## config.mk

```make
export PLATFORM = sky130hd
export DESIGN_NAME = lane_deskew
export DESIGN_NICKNAME = d
export VERILOG_FILES = /design/src/rtl/lane_deskew.sv
export SDC_FILE = /design/constraint.sdc
export NUM_CORES = 1
export LEC_CHECK = 0
export ABC_AREA = 1
export CAP_MARGIN = 5
export CORE_ASPECT_RATIO = 0.5
export CORE_MARGIN = 2
export CORE_UTILIZATION = 60
export CTS_CLUSTER_DIAMETER = 80
export DETAILED_ROUTE_END_ITERATION = 8
export GPL_TIMING_DRIVEN = 0
export PLACE_DENSITY = 0.81
export SKIP_CTS_REPAIR_TIMING = 1
export SYNTH_ARGS = -nofsm -noshare
export SYNTH_HDL_FRONTEND = slang
export SYNTH_SLANG_ARGS = --single-unit
```

## constraint.sdc

```tcl
create_clock -name enc_clk -period 4.1 [get_ports enc_clk]
set_input_delay 0.82 -clock enc_clk [delete_from_list [all_inputs] [get_ports enc_clk]]
set_output_delay 0.82 -clock enc_clk [all_outputs]
set_load 0.005 [all_outputs]
```

## src/rtl/lane_deskew.sv

```systemverilog
`default_nettype none
// ============================================================================
// Module      : lane_deskew
// Description : Two-lane byte deskew. Finds the ordered-set marker on each
//               lane, measures the lane-to-lane skew and delays the early
//               lane so both lanes leave aligned. Optional lock monitor is
//               enabled by defining DESKEW_MONITOR_EN.
// Revision    : 1.0 - initial release
// ============================================================================
module lane_deskew #(
    parameter logic [7:0] MARKER   = 8'hF0,
    parameter int         MAX_SKEW = 7
) (
    input  logic       enc_clk,
    input  logic       rst,
    input  logic       enable_deskew,
    input  logic       data_os,
    input  logic [7:0] lane_0_rx,
    input  logic [7:0] lane_1_rx,
    output logic [7:0] lane_0_out,
    output logic [7:0] lane_1_out,
    output logic       data_os_out,
    output logic       deskew_done,
    output logic       deskew_err,
    output logic [3:0] skew_val,
    output logic       lead_lane
);

    localparam logic [3:0] c_max_skew = 4'(MAX_SKEW);

    typedef enum logic [1:0] {
        IDLE   = 2'd0,
        SEARCH = 2'd1,
        WAIT   = 2'd2,
        LOCKED = 2'd3
    } state_t;

    state_t     r_state;
    state_t     w_state_nxt;
    logic [3:0] r_cnt;
    logic [3:0] w_cnt_nxt;
    logic       w_err_nxt;
    logic [3:0] w_skew_nxt;
    logic       w_lead_nxt;
    logic       w_hit0;
    logic       w_hit1;
    logic       w_lag_hit;
    logic [7:0] w_dly0;
    logic [7:0] w_dly1;
    logic [7:0] w_sel0;
    logic [7:0] w_sel1;

    // r_dlX[k] holds the lane byte from k+1 cycles ago (tap k+1)
    logic [7:0] r_dl0 [0:MAX_SKEW-1];
    logic [7:0] r_dl1 [0:MAX_SKEW-1];

    assign w_hit0    = data_os && (lane_0_rx == MARKER);
    assign w_hit1    = data_os && (lane_1_rx == MARKER);
    assign w_lag_hit = lead_lane ? w_hit0 : w_hit1;

    // Measured skew and lead lane as they will be after this edge
    always_comb begin
        w_skew_nxt = skew_val;
        w_lead_nxt = lead_lane;
        if (!enable_deskew) begin
            w_skew_nxt = 4'd0;
            w_lead_nxt = 1'b0;
        end else begin
            case (r_state)
                SEARCH: begin
                    if (w_hit0 && w_hit1) begin
                        w_skew_nxt = 4'd0;
                    end else if (w_hit0 || w_hit1) begin
                        w_lead_nxt = w_hit1;
                    end
                end
                WAIT: begin
                    if (w_lag_hit) begin
                        w_skew_nxt = r_cnt;
                    end
                end
                default: ;
            endcase
        end
    end

    // Lead lane takes tap skew, lagging lane takes tap 0
    always_comb begin
        w_dly0 = lane_0_rx;
        w_dly1 = lane_1_rx;
        for (int k = 1; k <= MAX_SKEW; k++) begin
            if (4'(k) == w_skew_nxt) begin
                w_dly0 = r_dl0[k-1];
                w_dly1 = r_dl1[k-1];
            end
        end
        w_sel0 = w_lead_nxt ? lane_0_rx : w_dly0;
        w_sel1 = w_lead_nxt ? w_dly1    : lane_1_rx;
    end

    always_comb begin
        w_state_nxt = r_state;
        w_cnt_nxt   = r_cnt;
        w_err_nxt   = 1'b0;
        if (!enable_deskew) begin
            w_state_nxt = IDLE;
            w_cnt_nxt   = 4'd0;
        end else begin
            case (r_state)
                IDLE: w_state_nxt = SEARCH;
                SEARCH: begin
                    if (w_hit0 && w_hit1) begin
                        w_state_nxt = LOCKED;
                    end else if (w_hit0 || w_hit1) begin
                        w_state_nxt = WAIT;
                        w_cnt_nxt   = 4'd1;
                    end
                end
                WAIT: begin
                    if (w_lag_hit) begin
                        w_state_nxt = LOCKED;
                    end else if (r_cnt == c_max_skew) begin
                        w_state_nxt = SEARCH;
                        w_err_nxt   = 1'b1;
                    end else begin
                        w_cnt_nxt = r_cnt + 4'd1;
                    end
                end
                LOCKED: begin
`ifdef DESKEW_MONITOR_EN
                    if (data_os && ((w_sel0 == MARKER) ^ (w_sel1 == MARKER))) begin
                        w_state_nxt = SEARCH;
                        w_err_nxt   = 1'b1;
                    end
`endif
                end
                default: w_state_nxt = IDLE;
            endcase
        end
    end

    always_ff @(posedge enc_clk or negedge rst) begin
        if (!rst) begin
            r_state     <= IDLE;
            r_cnt       <= 4'd0;
            skew_val    <= 4'd0;
            lead_lane   <= 1'b0;
            deskew_err  <= 1'b0;
            deskew_done <= 1'b0;
            lane_0_out  <= 8'd0;
            lane_1_out  <= 8'd0;
            data_os_out <= 1'b0;
            for (int k = 0; k < MAX_SKEW; k++) begin
                r_dl0[k] <= 8'd0;
                r_dl1[k] <= 8'd0;
            end
        end else begin
            r_state    <= w_state_nxt;
            r_cnt      <= w_cnt_nxt;
            skew_val   <= w_skew_nxt;
            lead_lane  <= w_lead_nxt;
            deskew_err <= w_err_nxt;
            if (w_state_nxt == LOCKED) begin
                deskew_done <= 1'b1;
                lane_0_out  <= w_sel0;
                lane_1_out  <= w_sel1;
                data_os_out <= data_os;
            end else begin
                deskew_done <= 1'b0;
                lane_0_out  <= 8'd0;
                lane_1_out  <= 8'd0;
                data_os_out <= 1'b0;
            end
            r_dl0[0] <= lane_0_rx;
            r_dl1[0] <= lane_1_rx;
            for (int k = 1; k < MAX_SKEW; k++) begin
                r_dl0[k] <= r_dl0[k-1];
                r_dl1[k] <= r_dl1[k-1];
            end
        end
    end

endmodule
`default_nettype wire

```

==> metrics.md <==
| Metric | Value |
|---|---|
| CP max stage delay | `0.52 ns` |
| Crit end category | `register` |
| Antenna diodes | `0` |
| Rel. slew slack | `0.613` |
| Clock transition at path regs | `0.06 ns` |
| Share of the synthesized area in the top cell type | `0.575` |
| Initial antenna violation count | `0` |
| Routed wire length per instance | `16.7 microns` |
| Die height | `75.8 microns` |
| Critical path's most frequent cell | `nand3_1` |
| CP required | `4.45 ns` |
| Slowest stage cell, crit path | `clkdlybuf4s50_1` |
| Synth Register Bits | `142` |
| CP arrival | `3.88 ns` |
| Worst vdd ir | `0.354 mV` |
| Die Wd | `148 microns` |
| FP Rows | `26` |
| Highest clock rate | `0.283 GHz` |
| Met3 Use GR | `0.0575` |
| GRT Total Usage | `0.275` |
| Synth Instances | `649` |
| Die area | `11200 sq um` |
| Top post-synthesis cells by area | `dfrtp_1 (58%), nand2_1 (9.0%), nand3_1 (4.7%)` |
| Sink Count | `142` |
| Final max-slew violation count | `0` |
| Largest net degree at the start of global routing | `99` |
| Post-synth top flop | `dfrtp_1` |
| Met2 usage | `0.446` |
| Max-Cap Viols | `0` |
| Port Buffers | `43` |
| CTS Buf Count | `17` |
| First-pass GRT wire length | `22.7 mm` |
| Most numerous cell in the Yosys netlist | `nand2_1` |
| Seq/Total Area, Yosys | `0.575` |
| Setup TNS after final layout | `0 ns` |
| Congestion Overflow GR | `0` |
| Initial DRT Pass Iterations | `5` |
| Starting Density | `0.611` |
| Skew final | `0.00843 ns` |
| Transition time of the tightest slew-check pin | `0.579 ns` |
| Fin nets | `737` |
| CTS root buf | `clkbuf_16` |
| Mean Syn Cell Area | `9.52 sq um` |
| Cell Chain, Critical Path | `clkdlybuf4s50_1, nor2_2, nand3_1, nor2_1, nand3_2, a21boi_0, nand2_1, nand3_1, nand3_1, nor2_1, buf_2, o21ai_0, a21oi_2` |
| Placer congestion estimate | `0.873` |
| Syn_nets | `674` |
| DRT antenna net count | `0` |
| Worst hold slack | `0.314 ns` |
| Synth-to-Final Area Change | `20.1%` |
| Clock Latency Late Sink | `0.42 ns` |
| Endpoints failing hold | `0` |
| CTS H-Tree Depth | `4` |
| CTS tree | `done` |
| Top fanout value on the critical path | `10` |
| # DRC | `0` |
| HPWL Detailed | `9.43 mm` |
| Post-synth top cells | `nand2_1 (148), dfrtp_1 (142), inv_1 (71)` |
| RSZ-0062 raised after global routing | `no` |
| Hold Crit Class | `primary input to async pin` |
| Boundary Pins | `44` |
| Busiest grt layer | `met2` |
| P_leak | `3.71 nW` |
| Worst-case clock buffer depth | `2` |
| Status | `complete, no violations` |
| PD cells | `459 nW/um^2` |
| Ys Warns | `0` |
| Via/cell ratio | `5.40` |
| Synth area leader | `dfrtp_1` |
| Core ar. | `10100 sq um` |
| Ys async rst share | `1.00` |
| Initial DRC Count | `394` |
| Via count | `4672` |
| Fin crit share | `0.861` |
| Setup Crit Path Kind | `primary input to register` |
| EDFF count, synth | `0` |
| Filler cells | `696` |
| Final setup viols | `0` |
| Synth cell types | `38` |
| Share of layout cells above drive strength 1 | `0.188` |
| Vias in the first global route | `4329` |
| Routed WL | `14.4 mm` |
| Grt met1 use | `0.379` |
| Synth Cell Area | `6180 sq um` |
| CP startpoint kind | `primary input` |
| Min Tclk post-route | `3.53 ns` |
==> stage by stage <==
| step | worst slack (ns) | total power [mW] | util | area, sq um | std cells |
|---|---|---|---|---|---|
| after floorplan | 1.52 | 1.71 | - | 6180 | 649 |
| after global routing | 0.325 | 3.51 | 0.734 | 7420 | 865 |
| after detailed placement | 0.238 | 1.83 | 0.674 | 6810 | 833 |
| after CTS | 0.625 | 3.41 | 0.734 | 7420 | 865 |
| final | 0.570 | 3.41 | 0.734 | 7420 | 865 |
| after global placement | -3.25 | 1.81 | 0.671 | 6790 | 832 |
==> flip-flops by register name (all words and copies together), names as in the netlist <==
name	cells
deskew_done	1
r_cnt	4
deskew_err	1
r_state	2
lane_1_out	8
skew_val	4
lead_lane	1
lane_0_out	8
r_dl1	56
r_dl0	56
data_os_out	1
==> worst max-delay path, delay by kind of cell <==
family          cells  cell delay, ns
simple gates        8            1.53
compound gates      3            0.70
buf+inv             2            0.83
==> metal layers <==
layer | part of all wire | wire length (microns)
met1 | 0.45 | 6490
met3 | 0.071 | 1030
met2 | 0.47 | 6740
met5 | 0 | 0
met4 | 0.014 | 196
==> kinds of logic after synthesis <==
kind of cell               count (synthesis)  synth area share
AOI/OAI and AO/OA                         81            0.0881
adders and majority gates                  5            0.0101
buffers and inverters                    103            0.0773
DFF                                      142             0.575
and+or+nand+nor                          318             0.249
==> power by group <==
| part | internal, mW | switching, mW | leakage [nW] |
|---|---|---|---|
| logic | 0.109 | 0.207 | 1.70 |
| clock network | 0.968 | 0.629 | 0.292 |
| registers | 1.46 | 0.0353 | 1.72 |
==> area by class of cell <==
class / instances / area (sq um) / share of cell area
plain buffers: 24 / 171 / 0.0231
clock buffers: 18 / 429 / 0.0578
clock inverters: 14 / 180 / 0.0243
inverters: 79 / 307 / 0.0413
multi-input cells: 404 / 2150 / 0.289
flip-flops and latches: 142 / 3550 / 0.479
well taps: 140 / 175 / 0.0236
repair buffers: 44 / 459 / 0.0619
==> placed cells by master, fill, tap and decap left out, types with 10 or more instances in the layout <==
master           count
clkdlybuf4s50_1     42
nand3_2             12
buf_4               12
a21oi_1             25
clkbuf_16           17
o211ai_2            10
a21oi_2             11
nor2_1              50
dfrtp_1            142
nand2_1            148
o21ai_0             26
inv_1               71
nand2_2             18
nand3_1             58
==> path summary, 6_finish.rpt <==
kind                            slack [ns]  depth (start not counted)                 endpoint                  from
worst max-delay path                  0.57                         13  lane_1_out[5]$_DFF_PN0_          lane_0_rx[2]
worst min-delay path                  0.31                          1      r_dl0[42]$_DFF_PN0_                   rst
worst max register to register        1.11                         10  lane_1_out[5]$_DFF_PN0_  r_state[1]$_DFF_PN0_
worst min register to register        0.36                          0      r_dl0[24]$_DFF_PN0_   r_dl0[32]$_DFF_PN0_
max in group asynchronous             2.98                          2      r_dl1[51]$_DFF_PN0_                   rst
min in group enc_clk                  0.36                          0      r_dl0[24]$_DFF_PN0_   r_dl0[32]$_DFF_PN0_
No activity file was read; power rests on OpenSTA's default activity.
